**config.mk**
```make
export PLATFORM = sky130hd
export DESIGN_NAME = alu_exec_unit
export DESIGN_NICKNAME = d
export VERILOG_FILES = /design/src/rtl/alu_exec_unit.sv
export SDC_FILE = /design/constraint.sdc
export NUM_CORES = 1
export LEC_CHECK = 0
export ABC_AREA = 1
export CAP_MARGIN = 10
export CELL_PAD_IN_SITES_DETAIL_PLACEMENT = 0
export CELL_PAD_IN_SITES_GLOBAL_PLACEMENT = 2
export CORE_ASPECT_RATIO = 1.1
export CORE_UTILIZATION = 33
export CTS_CLUSTER_DIAMETER = 30
export CTS_CLUSTER_SIZE = 12
export DETAILED_ROUTE_END_ITERATION = 10
export PLACE_DENSITY_LB_ADDON = 0.1
export SETUP_SLACK_MARGIN = 0.1
export SLEW_MARGIN = 20
export SYNTH_ARGS = -nofsm -noshare
export SYNTH_HDL_FRONTEND = slang
export SYNTH_SLANG_ARGS = --single-unit
```
**constraint.sdc**
```tcl
create_clock -name clk -period 3.32 [get_ports clk]
set_input_delay 0.332 -clock clk [delete_from_list [all_inputs] [get_ports clk]]
set_output_delay 0.332 -clock clk [all_outputs]
set_load 0.1 [all_outputs]
```
**src/rtl/alu_exec_unit.sv**
```systemverilog
// Execute-stage ALU: one-cycle arithmetic/logic ops plus an iterative 1-bit-per-cycle
// variable shifter, with valid/ready handshakes on both sides and a pipeline flush.

`ifndef AND_OP
`define AND_OP  3'b000
`define OR_OP   3'b001
`define ADD_OP  3'b010
`define SLLV_OP 3'b011
`define SRLV_OP 3'b100
`define NO_OP   3'b101
`define SUB_OP  3'b110
`define SLT_OP  3'b111
`endif

module alu_exec_unit #(
  parameter int unsigned DATA_W  = 32,
  parameter int unsigned SHAMT_W = 5
) (
  input  logic              clk,
  input  logic              rst_n,
  input  logic              flush,
  input  logic              in_valid,
  output logic              in_ready,
  input  logic [2:0]        alu_control,
  input  logic [DATA_W-1:0] src_a,
  input  logic [DATA_W-1:0] src_b,
  output logic              out_valid,
  input  logic              out_ready,
  output logic [DATA_W-1:0] result,
  output logic              zero,
  output logic              busy
);

  typedef enum logic [1:0] {S_IDLE, S_SHIFT, S_DONE} state_t;

  state_t              state_q, state_d;
  logic [DATA_W-1:0]   shreg_q, shreg_d;
  logic [SHAMT_W-1:0]  cnt_q, cnt_d;
  logic                left_q, left_d;
  logic [DATA_W-1:0]   result_q, result_d;
  logic                zero_q, zero_d;
  logic                out_valid_q, out_valid_d;
  logic                busy_q, busy_d;

  logic                accept;
  logic                is_shift;
  logic                long_shift;
  logic [SHAMT_W-1:0]  shamt;
  logic [DATA_W-1:0]   op_res;
  logic [DATA_W-1:0]   shift_step;
  logic                last_step;

  assign in_ready   = (state_q == S_IDLE) | ((state_q == S_DONE) & out_ready);
  assign accept     = in_valid & in_ready;
  assign shamt      = src_a[SHAMT_W-1:0];
  assign is_shift   = (alu_control == `SLLV_OP) | (alu_control == `SRLV_OP);
  assign long_shift = is_shift & (shamt != SHAMT_W'(0));
  assign shift_step = left_q ? (shreg_q << 1) : (shreg_q >> 1);
  assign last_step  = (cnt_q == SHAMT_W'(1));

  // Single-cycle result; zero-amount shifts simply pass operand B through.
  always_comb begin
    op_res = '0;
    case (alu_control)
      `ADD_OP:  op_res = src_a + src_b;
      `SUB_OP:  op_res = src_a - src_b;
      `AND_OP:  op_res = src_a & src_b;
      `OR_OP:   op_res = src_a | src_b;
      `SLT_OP:  op_res = DATA_W'($signed(src_a) < $signed(src_b));
      `SLLV_OP: op_res = src_b;
      `SRLV_OP: op_res = src_b;
      default:  op_res = '0;
    endcase
  end

  always_ff @(posedge clk or negedge rst_n) begin
    if (!rst_n) begin
      state_q <= S_IDLE;
    end else begin
      state_q <= state_d;
    end
  end

  always_comb begin
    state_d = state_q;
    if (flush) begin
      state_d = S_IDLE;
    end else if (accept) begin
      state_d = long_shift ? S_SHIFT : S_DONE;
    end else begin
      case (state_q)
        S_SHIFT: if (last_step) state_d = S_DONE;
        S_DONE:  if (out_ready) state_d = S_IDLE;
        default: state_d = state_q;
      endcase
    end
  end

  // Datapath next values; result only ever updates with a finished value.
  always_comb begin
    shreg_d     = shreg_q;
    cnt_d       = cnt_q;
    left_d      = left_q;
    result_d    = result_q;
    zero_d      = zero_q;
    out_valid_d = (state_d == S_DONE);
    busy_d      = (state_d == S_SHIFT);
    if (flush) begin
      cnt_d = '0;
    end else if (accept) begin
      shreg_d = src_b;
      cnt_d   = shamt;
      left_d  = (alu_control == `SLLV_OP);
      if (!long_shift) begin
        result_d = op_res;
        zero_d   = (op_res == '0);
      end
    end else if (state_q == S_SHIFT) begin
      shreg_d = shift_step;
      cnt_d   = cnt_q - SHAMT_W'(1);
      if (last_step) begin
        result_d = shift_step;
        zero_d   = (shift_step == '0);
      end
    end
  end

  always_ff @(posedge clk or negedge rst_n) begin
    if (!rst_n) begin
      shreg_q     <= '0;
      cnt_q       <= '0;
      left_q      <= 1'b0;
      result_q    <= '0;
      zero_q      <= 1'b0;
      out_valid_q <= 1'b0;
      busy_q      <= 1'b0;
    end else begin
      shreg_q     <= shreg_d;
      cnt_q       <= cnt_d;
      left_q      <= left_d;
      result_q    <= result_d;
      zero_q      <= zero_d;
      out_valid_q <= out_valid_d;
      busy_q      <= busy_d;
    end
  end

  assign result    = result_q;
  assign zero      = zero_q;
  assign out_valid = out_valid_q;
  assign busy      = busy_q;

endmodule

```
==> results by group, run 1 <==
Setup path
  – Arr. time, crit path: roughly 3.3 ns
  – Startpoint Class: primary input
  – Critical path class: in2reg
  – WP data required: between 3 and 4 ns
  – Crit-path max FO: 6
  – Nature of the critical path endpoint: flop

Layout
  – Core Util, Final: a little under half
  – N_diodes: 0
  – Area grow syn2layout: 34.3%
  – Nets: around 2,300
  – Share of cells above drive strength 1: between 10% and 20%

Synthesis
  – Cell Area, Synth: about 11,000 um^2
  – Syn_nets: between 2,000 and 2,500
  – Top cell type's share of synthesized area: approximately 19%
  – Simple-Gate Fraction of Synth Area: about two fifths
  – Yosys warning total: 0
  – Synth cell types: 43
  – Post-Synth XOR/XNOR Area: less than 1%
  – Synthesized instance count: 1,820
  – Synth area leader: nand2_1
  – Post-synth EDFFs: 0
  – Adder-cell area share of the yosys netlist: a little over an eighth
  – Mux cell area share after synthesis: less than 1%
  – Synth cell count leaders: 524 x nand2_1, 290 x inv_1, 201 x nor2_1
  – Avg Inst Size Synth: between 5 and 6 um^2
  – Top cells by area, synth: nand2_1 19%, dfrtp_1 18%, ha_1 13%, inv_1 10%, nor2_1 7.1%
  – Top-count cell post-synth: nand2_1
  – Synth Area in Compound Gates: 15.8%
  – Fraction of registers with async set or reset after synthesis: 100%
  – Largest family of logic cells by synthesized area: simple AND/OR/NAND/NOR gates
  – Post-synthesis sequential area ratio: ~18%
  – Register bit total from synthesis: 75
  – Main synth FF type: dfrtp_1

Route
  – DR WL/cell: roughly 18 um
  – Routed wire length: around 47,000 um
  – ANT nets after route: 0
  – Pre-antenna DRT Iters: 8
  – # DRC: 0
  – Initial DRC count: approximately 1,000
  – Via/cell ratio: 4.99
  – Vias: between 10,000 and 15,000

Hold path
  – Worst min path class: in2async

Power and ir drop
  – Part of the power in registers: 21.1%
  – Clock Power Share: around 14%
  – Switch share: 53.9%
  – Logic pwr share: roughly 65%
  – Max IR drop VDD: between 0.3 and 0.4 mV
  – Pint: ~0.0032 W
  – Leakage power: between 7 and 8 nW
  – Switching pwr: roughly 0.0038 W
  – Pwr Density: 490 nW/um^2

Run
  – Total of max-cap violations: 0

GRT
  – Grt total ovfl: 0
  – Number of global-route vias before repair: between 10,000 and 15,000
  – Initial antenna violation count: 0
  – Pin count of the biggest net entering global routing: 76
  – GRT Total Usage: 28.5%
  – First-pass GRT wire length: ~70,000 um

Clock network
  – CTS tree: done
  – Later-pin clock latency in the skew report: ~0.34 ns
  – Clk sinks: 75
  – Clock-pin transition on the worst setup and hold timing paths: ~0.06 ns
  – Num CTS Buffers: 9
  – H-tree depth: 3
  – Clock Tree Root: clkbuf_16
  – Clk buf depth: 2

Timing
  – Tightest Pin Transition: a little under 1 ns
  – Max-slew violations: 0
  – Clock skew: 0.00555 ns
  – Setup violations, final: 0
  – Tmin final: roughly 3 ns
  – RSZ-0062 raised after global routing: no
  – Total Negative Setup Slacks: 0 ns
  – Fin crit share: around 90%
  – Final Hold Viols: 0
  – Final setup margin: about 0.25 ns
  – Fmax achieved: about 330 MHz
  – Slew headroom: a little over a third

Floorplanning
  – CORE AREA: ~32,000 um^2
  – Cell Rows: 68
  – Die W: roughly 170 um
  – Die Ht: between 150 and 200 um
  – Boundary pin count: 108
  – Die area: approximately 33,000 um^2
  – Initial Util: about a third

Placement
  – Dpl hpwl: between 30,000 and 40,000 um
  – IO Port Bufs: 107
  – Dpl ws: -0.377 ns
  – Placer Congestion: 0.946

Status
  – Outcome: completed
==> final cells by class <==
| cell class | instances | area (um^2) |
|---|---|---|
| clock buffers | 11 | 253 |
| clock inverters | 4 | 50.0 |
| fillers | 3434 | 17300 |
| inverters | 304 | 1140 |
| multi-input cells | 1375 | 7350 |
| flip-flops and latches | 75 | 1880 |
| well taps | 420 | 526 |
| repair buffers | 367 | 3060 |
==> logic make-up (layout without fill, tap and decap cells) <==
logic type      after synthesis  in the layout
flops                        75             75
buf+inv                     370            686
simple gates                966            966
mux                           1              1
compound gates              296            296
xor+xnor                      2              2
fa+ha+maj                   110            110
==> metrics by stage <==
step	hold WS [ns]	cell area, um^2	total power [W]	std cells
2_1_floorplan	0.0364	10600	0.00444	1820
3_3_place_gp	0.533	13900	0.00595	2541
3_5_place_dp	0.539	13900	0.00597	2541
4_1_cts	0.180	14200	0.00698	2556
5_1_grt	0.219	14300	0.00741	2556
6_report	0.127	14300	0.00699	2556
==> what timing repair did <==
item | 4_1_cts | 5_1_grt
setup buffers | 0 | 0
gates cloned | 0 | 0
pin swaps | 0 | 1
gates resized for setup | 3 | 30
hold buffers | 0 | 0
endpoints found under the setup margin | 1 | 1
==> layer usage <==
layer,track usage (%),vias to the layer above,routed length (um)
met3,1.60,49,2320
met1,41.0,5977,22800
li1,-,6402,-
met4,7.01,0,962
met2,46.4,330,20700
met5,0,-,0
==> critical path, cell delays in order <==
cell,delay (ns)
clkdlybuf4s50_1,0.54
inv_1,0.08
ha_1,0.43
nand2_1,0.16
buf_4,0.16
nor2_2,0.14
and2_1,0.22
nand4_1,0.20
nand3_1,0.14
nand2_1,0.05
nand3_1,0.15
nand2_1,0.10
nor2_1,0.11
nand2_1,0.05
nor2_1,0.14
nand2_1,0.06
nor2_1,0.08
nand2_1,0.07
a21oi_2,0.11
==> flip-flops by register name (all words and copies together) (netlist names) <==
register and cells:
result 32, out_valid 1, zero 1, left_q 1, state_q 2, cnt_q 5
shreg_q 32, busy 1
==> power groups by stage <==
stage / clock [W] / sequential, W / combinational [W]
floorplan: 0 / 0.00292 / 0.00152
global placement: 0 / 0.00149 / 0.00446
detailed placement: 0 / 0.00149 / 0.00447
CTS: 0.00102 / 0.00148 / 0.00449
global route: 0.00106 / 0.00152 / 0.00483
finish: 0.00100 / 0.00147 / 0.00452
==> path summary, 6_finish.rpt <==
| path | startpoint | endpoint | slack (ns) | depth (start not counted) |
|---|---|---|---|---|
| max | src_b[16] | zero | 0.25 | 19 |
| min | rst_n | cnt_q[4] | 0.13 | 1 |
| max in group asynchronous | rst_n | shreg_q[26] | 2.56 | 1 |
| min reg2reg | result[20] | result[20] | 0.55 | 2 |
| max reg2reg | state_q[0] | result[16] | 0.68 | 11 |
| min in group clk | src_a[0] | cnt_q[0] | 0.46 | 3 |
==> layout by cell type (no fill, tap or decap), drive strengths merged, types with 3 or more instances in the layout <==
master / Yosys / routed
a221oi: 3 / 3
and2: 4 / 4
dfrtp: 75 / 75
nor4: 9 / 9
or2: 11 / 11
clkbuf: 25 / 11
o21bai: 10 / 10
nor3: 15 / 15
o221ai: 3 / 3
o21ai: 121 / 121
clkdlybuf4s50: 0 / 102
a31oi: 44 / 44
nand3b: 10 / 10
nand4: 16 / 16
a21oi: 83 / 83
nor2: 213 / 213
nand2: 545 / 545
inv: 304 / 304
ha: 108 / 108
buf: 41 / 262
nand3: 143 / 143
o22ai: 29 / 29
dlymetal6s2s: 0 / 3
No activity file was read; power rests on OpenSTA's default activity.
==> run 2, diff against run 1 <==
Settings changed: CTS_CLUSTER_DIAMETER 30 to not set, TNS_END_PERCENT set to 50.
==> results of run 2 <==
No change in the layout: final DEF, timing and power equal those of run 1.
==> run 3, diff against run 2 <==
Settings changed: GPL_ROUTABILITY_DRIVEN set to 0.
==> run 3 against run 2 <==
Clock skew increased by 0.00086 ns; count of clock-buffer cells in the layout increased by 1; flip-flop and latch count unchanged; largest cell class unchanged; combinational power is essentially flat; sequential share of layout area is essentially flat; maximum frequency increased by 3.0%; die area did not move.
==> results by group, run 3 (same netlist as run 1, synthesis figures left out) <==
GRT
  – Initial antenna violation count: 1
  – GRT Total Usage: roughly 29%
  – Pin count of the biggest net entering global routing: 76
  – Grt total ovfl: 0
  – First-pass GRT wire length: between 70,000 and 80,000 um
  – Number of global-route vias before repair: 12,500

Power and ir drop
  – Part of the power in registers: roughly 22%
  – Clock Power Share: between 10% and 20%
  – Logic pwr share: between 60 and 70%
  – Leakage power: about 7.5 nW
  – Max IR drop VDD: between 0.3 and 0.4 mV
  – Pwr Density: 483 nW/um^2
  – Pint: about 0.0031 W
  – Switch share: 54.6%
  – PnR Total Power: between 0.006 and 0.007 W
  – Switching pwr: ~0.0038 W

Layout
  – Share of cells above drive strength 1: between 10% and 20%
  – Post-route cell area: roughly 14,000 um^2
  – Nets: approximately 2,300
  – N_diodes: 0
  – Commonest non-fill, non-tap cell in the layout: nand2_1
  – Most frequent cells in the layout: 523 x nand2_1, 290 x inv_1, 257 x buf_4
  – Area grow syn2layout: 34.1%

Floorplanning
  – Boundary pin count: ~110
  – Die area: between 30,000 and 40,000 um^2
  – CORE AREA: between 30,000 and 40,000 um^2
  – Die Ht: 190 um
  – Initial Util: ~34%
  – Cell Rows: 68
  – Die W: around 170 um

Setup path
  – Arr. time, crit path: between 3 and 4 ns
  – CP delay by family, top: buffers and inverters
  – Crit-path slowest cell: clkdlybuf4s50_1
  – Critical path class: in2reg
  – Cell Chain, Critical Path: clkdlybuf4s50_1, inv_1, ha_2, buf_4, inv_1, a21oi_1, o21ai_0, inv_1, nand2_1, a21oi_1, buf_4, nand3_1, nand3_1, nand2_1, nor2_4, nand3_1, nor2_2, nand2_1, a21oi_2
  – Startpoint Class: primary input
  – WP data required: around 3.6 ns
  – WP buf/inv: 6
  – Slowest cell delay on critical path: 0.50 ns
  – Nature of the critical path endpoint: flop
  – Crit-path max FO: 5
  – Setup slack, reg-to-reg: 0.74 ns

Run
  – Total of max-cap violations: 0

Route
  – ANT nets after route: 0
  – Pre-antenna DRT Iters: 5
  – DR WL/cell: 18.2 um
  – # DRC: 0
  – Routed wire length: 46,500 um
  – Initial DRC count: roughly 1,000
  – Via/cell ratio: 5.03
  – Vias: ~13,000

Timing
  – Clock skew: around 0.0064 ns
  – Tightest Pin Transition: 0.976 ns
  – Fin Hold WS: 0.481 ns
  – Setup violations, final: 0
  – RSZ-0062 raised after global routing: no
  – Total Negative Setup Slacks: 0 ns
  – Fin crit share: 89.8%
  – Max-slew violations: 0
  – Final Hold Viols: 0
  – Tmin final: about 3.0 ns
  – Slew headroom: between 30% and 40%
  – Fmax achieved: approximately 340 MHz

Placement
  – Placed Area: about 14,000 um^2
  – IO Port Bufs: 107
  – Dpl hpwl: slightly below 40,000 um

Clock network
  – CTS tree: done
  – Clock-pin transition on the worst setup and hold timing paths: about 0.06 ns
  – Clk buf depth: 2
  – Clk sinks: 75
  – Clock Tree Root: clkbuf_16
  – Num CTS Buffers: 9
  – Later-pin clock latency in the skew report: 0.34 ns
  – H-tree depth: 3

Status
  – Outcome: completed

Hold path
  – Worst min path class: in2async
## run 3: final timing paths
check / start / to / cells after the start
worst max-delay path: src_b[23] / zero / 19
worst min-delay path: rst_n / cnt_q[4] / 2
worst max register to register: left_q / zero / 6
worst min register to register: result[20] / result[20] / 2
max in group asynchronous: rst_n / shreg_q[21] / 3
min in group clk: result[20] / result[20] / 2
## run 3: power groups by stage
stage                     clock (W)  sequential (W)  combinational (W)
after global routing       0.000946         0.00152            0.00483
after CTS                  0.000912         0.00148            0.00448
after global placement            0         0.00149            0.00446
after detailed placement          0         0.00150            0.00446
final                      0.000891         0.00148            0.00451
after floorplan                   0         0.00292            0.00152
## run 3: timing repair
action	CTS	global route
hold endpoints to repair	0	33
buffers inserted	0	1
hold buffers	0	1
gates resized for setup	0	26
setup endpoints to repair	0	1
## run 3: area by class of cell
cell class | instances | area [um^2]
fillers | 3431 | 17300
multi-input cells | 1375 | 7320
repair buffers | 369 | 3120
flip-flops and latches | 75 | 1880
inverters | 304 | 1140
well taps | 420 | 526
clock buffers | 12 | 246
clock inverters | 3 | 15.0
## run 3: metrics by stage
step                      cells  setup slack, ns  util (%)
after detailed placement   2540           -0.235      43.9
after CTS                  2555            0.121      44.8
after floorplan            1820            0.676         -
after global routing       2558           0.0977      45.1
final                      2558            0.340      45.1
after global placement     2540           -0.245      43.9
## run 3: per-layer routing
metal | track usage, % | vias to the layer above | share of wire, %
li1 | - | 6419 | -
met4 | 7.35 | 0 | 2.1
met1 | 41.1 | 5970 | 48
met5 | 0 | - | 0
met2 | 45.7 | 411 | 44
met3 | 2.32 | 55 | 5.9
==> patch 1 (settings of run 3) <==
Remove the case item ``SUB_OP` of the case on `alu_control`.
--- a/src/rtl/alu_exec_unit.sv
+++ b/src/rtl/alu_exec_unit.sv
@@ -64,5 +64,4 @@
     case (alu_control)
       `ADD_OP:  op_res = src_a + src_b;
-      `SUB_OP:  op_res = src_a - src_b;
       `AND_OP:  op_res = src_a & src_b;
       `OR_OP:   op_res = src_a | src_b;
Behaviour: not the same (a bounded check fails within 4 cycles, from zero or initial values and one cycle with rst_n low).
==> patch 1 against run 3 <==
Count of clock-buffer cells in the layout decreased by 2. Setup slack improved by 120 ps. Non-clock buffer count decreased by 204. Critical path type unchanged. Wire length decreased by 31%. Cell count decreased by 29%. Worst hold slack got worse by 340 ps. Critical path depth decreased by 2. Total power decreased by 5.8%. Sequential cell count unchanged. Clock power increased by 18%. Die area decreased by 21%. Final area decreased by 26%. Area after synthesis decreased by 21%.
==> patch 1: results (changes against run 3) <==
vias in the first global route=8798 (was 12500); R2R setup slack=810 ps (was 740 ps); internal power=3000 uW (was 3120 uW); mux share of post-synthesis cell area=0.119% (was 0.0942%); Synthesized Nets=1541 (was 2002); Rel. slew slack=34.3% (was 34.7%); wire per inst=17.6 um (was 18.2 um); fraction of layout cells with a size suffix above 1=7.24% (was 17.6%); Hold WS=145 ps (was 481 ps); total track usage=25.0% (was 28.5%); RR Endpoint=cnt_q[3] (was zero); Total Power=6480 uW (was 6890 uW); Max VDD drop=0.437 mV (was 0.376 mV); met2 wire length=13900 um (was 20200 um); Area after DPL=10200 sq um (was 13900 sq um); number of cells on the worst reg-to-reg path=11 (was 6); sequential share of the synthesized area=22.3% (was 17.7%); 1st-iter DRT viols=562 (was 1042); metal3 WL=1090 um (was 2730 um); fin crit share=86.3% (was 89.8%); Nets=1675 (was 2316); status=finished, final reports clean (unchanged); main area contributors after synthesis=dfrtp_1, nand2_1, ha_1, inv_1, o21ai_0 (was nand2_1, dfrtp_1, ha_1, inv_1, nor2_1); via count=9079 (was 12900); crit path DAT=3130 ps (was 3250 ps); clk_lat worst skew=340 ps (about the same); crit-path max FO=6 (was 5); met1 layer usage reported by global route=36.6% (was 41.1%); Detail Placement HPWL=26300 um (was 39500 um); GRT met3 Usage=1.81% (was 2.32%); met2 usage=39.4% (was 45.7%); Largest stage delay, worst path=520 ps (was 500 ps); Synth top cells by count=nand2_1, inv_1, nor2_1, o21ai_0, ha_1 (was nand2_1, inv_1, nor2_1, nand3_1, o21ai_0); Post-Synth XOR/XNOR Area=0.208% (was 0.165%); P_clk=1050 uW (was 891 uW); WL met1=16400 um (was 22500 um); fin cells=1816 (was 2558); fillcell total=2713 (was 3431); seq pwr=1510 uW; clock skew=11.5 ps (was 6.41 ps); Setup crit start=src_b[21] (was src_b[23]); Highest Signal Layer=met4 (unchanged); first-pass GRT wire length=49500 um (was 71300 um); Compound-Gate Fraction of Synth Area=17.4% (was 15.8%); reg2reg start=state_q[0] (was left_q); Setup WS pre-CTS=81.1 ps (was -235 ps)
[patch 1: cell types whose count changed after synthesis, sizes merged, moves of 8 or more]
cell / run 3 / this run
buf: 41 / 25
a21oi: 83 / 71
o21ai: 121 / 106
clkbuf: 25 / 17
inv: 304 / 234
o21bai: 10 / 1
nand2: 545 / 381
nor2: 213 / 142
nand3: 143 / 88
nand3b: 10 / 1
[patch 1: layout make-up]
type                    instances  area share, %
multi-input cells            1016           52.4
flip-flops and latches         75           17.9
repair buffers                165           14.6
inverters                     234           8.40
well taps                     310           3.70
clock buffers                  10           2.18
clock inverters                 6          0.859
[patch 1: critical path: cells and delay by family]
| kind | cells | cell delay, ps |
|---|---|---|
| compound gates | 4 | 740 |
| fa+ha+maj | 1 | 340 |
| buf+inv | 3 | 810 |
| simple gates | 9 | 900 |
[patch 1: what timing repair did]
item                       4_1_cts  5_1_grt
setup endpoints to repair        0        1
gates resized for setup          0        1
hold buffers                     0        0
hold endpoints to repair         0        0
==> patch 2 (flow settings as in run 3) <==
Without the edit above. `SHAMT_W`: 5 -> 10.
--- a/src/rtl/alu_exec_unit.sv
+++ b/src/rtl/alu_exec_unit.sv
@@ -15,5 +15,5 @@
 module alu_exec_unit #(
   parameter int unsigned DATA_W  = 32,
-  parameter int unsigned SHAMT_W = 5
+  parameter int unsigned SHAMT_W = 10
 ) (
   input  logic              clk,
Behaviour: not the same (Yosys sat finds a counterexample within 4 cycles, from zero or initial values and one cycle with rst_n low).
==> patch 2 against run 3 <==
Cell count down 1.3%. Wire length rose by 0.37%. Sequential cell count is 5 higher. Area after synthesis increased by 0.85%. Setup slack got worse by 48 ps. Total power rose by 2.7%. Final area fell by 2.4%. Largest power group unchanged. Global-route usage fell by 0.42 points.
==> patch 2: results (changes against run 3) <==
leak pwr=0.00731 uW (was 0.00750 uW); Clock Tree Root=clkbuf_16 (unchanged); total track usage=28.1% (was 28.5%); sequential share of the synthesized area=18.7% (was 17.7%); Synth top cells by count=nand2_1, inv_1, nor2_1, o21ai_0, nand3_1 (was nand2_1, inv_1, nor2_1, nand3_1, o21ai_0); reg2reg start=state_q[0] (was left_q); Max VDD drop=0.454 mV (was 0.376 mV); Syn. warnings=0 (unchanged); wire per inst=18.5 um (was 18.2 um); crit-path max FO=4 (was 5); TritonCTS Buffers=9 (unchanged); Nets=2283 (was 2316); via count=12500 (was 12900); Primary FF master, synth=dfrtp_1 (unchanged); 1st-iter DRT viols=799 (was 1042); postcts setup bufs=0 (unchanged); clock skew=6.55 ps (was 6.41 ps); largest net degree at the start of global routing=70 (was 76); status=finished, final reports clean (unchanged); Inserted Diodes=0 (unchanged); Detail Placement HPWL=39100 um (was 39500 um); R2R setup slack=780 ps (was 740 ps); clk slew on worst S/H paths=60 ps (about the same); library cells used by synthesis=44 (was 43); initial antenna violation count=0 (was 1); fraction of layout cells with a size suffix above 1=13.1% (was 17.6%); main area contributors after synthesis=nand2_1, dfrtp_1, ha_1, inv_1, nor2_1 (unchanged); PortBufs=107 (unchanged); first-pass GRT wire length=70200 um (was 71300 um); type of the worst min-delay path=input port to asynchronous set/reset pin (unchanged); Pre-antenna DRT Iters=5 (unchanged); RR Endpoint=result[26] (was zero); clk_lat worst skew=350 ps; Max Buffers Root-to-Sink=2 (unchanged); worst-margin pin slew=1090 ps (was 976 ps); crit path DAT=3230 ps (was 3250 ps); asr flop ratio synth=100% (unchanged); Clock H-tree levels=3 (unchanged); Area after DPL=13600 sq um (was 13900 sq um); Synthesized Nets=2029 (was 2002); vias in the first global route=12200 (was 12500); number of cells on the worst reg-to-reg path=11 (was 6); fillcell total=3597 (was 3431)
## patch 2: cell types whose count changed after synthesis, sizes merged, moves of 10 or more
cell and change:
o211ai +25, a21boi +10, a31oi -36, o21a +21, o21ai +10, nand3 -24
inv +22, nor2 -19, buf -11, nand2 +20
## patch 2: critical path, stage by stage
cell and delay, ps:
clkdlybuf4s50_1 480, inv_1 60, ha_1 380, buf_4 180, inv_1 110, a21oi_2 220
inv_1 70, a21oi_1 210, nand2_1 110, a21oi_1 240, nand3_1 110, nand3_1 120
nand3_1 170, a21boi_0 240, buf_4 140, o21ai_0 70
## patch 2: cell type report
| type | count | area share (%) |
|---|---|---|
| tap | 420 | 3.78 |
| clock buffer | 12 | 1.77 |
| inverter | 329 | 8.88 |
| multi-input combinational | 1375 | 52.2 |
| clock inverter | 4 | 0.207 |
| sequential | 80 | 14.4 |
| timing repair buffer | 306 | 18.8 |
## patch 2: how the worst max path moves through the flow
stage / cells past startpoint / slack, ps / startpoint / to
after floorplan: 11 / 410 / state_q[0] / result[12]
after global placement: 19 / -210 / src_a[9] / zero
after detailed placement: 19 / -210 / src_a[9] / zero
after CTS: 19 / 130 / src_a[9] / zero
after global routing: 21 / 100 / src_a[13] / zero
final: 16 / 290 / src_b[24] / result[25]
## patch 2: cells by family after synthesis
kind of cell	synth area share, %
compound gates	18.1
xor+xnor	0.245
fa+ha+maj	13.0
buf+inv	14.2
flops	18.7
simple gates	35.8
## patch 2: repair_timing
action	CTS	global route
gates resized for setup	0	13
setup endpoints to repair	0	3
endpoints found under the hold margin	0	0
## patch 2: metrics by stage
stage	setup slack (ps)	hold slack, ps	instances	TNS (ps)	utilization (%)
after floorplan	409	36.4	1847	0	-
after global placement	-214	415	2510	-484	42.9
after detailed placement	-207	418	2510	-379	42.9
after CTS	134	44.9	2526	0	43.8
after global routing	101	65.7	2526	0	43.9
final	292	26.7	2526	0	43.9
## patch 2: where the power goes
part	internal (uW)	switching [uW]
clock	529	425
combinational	1320	3210
sequential	1340	243
## patch 2: routing by layer
metal	share of wire [%]	GRT usage, %	vias up	wire, um
met4	4.7	12.2	0	2180
li1	-	-	6360	-
met5	0	0	-	0
met1	44	34.0	5774	20500
met3	3.2	3.10	81	1510
met2	48	50.2	285	22400
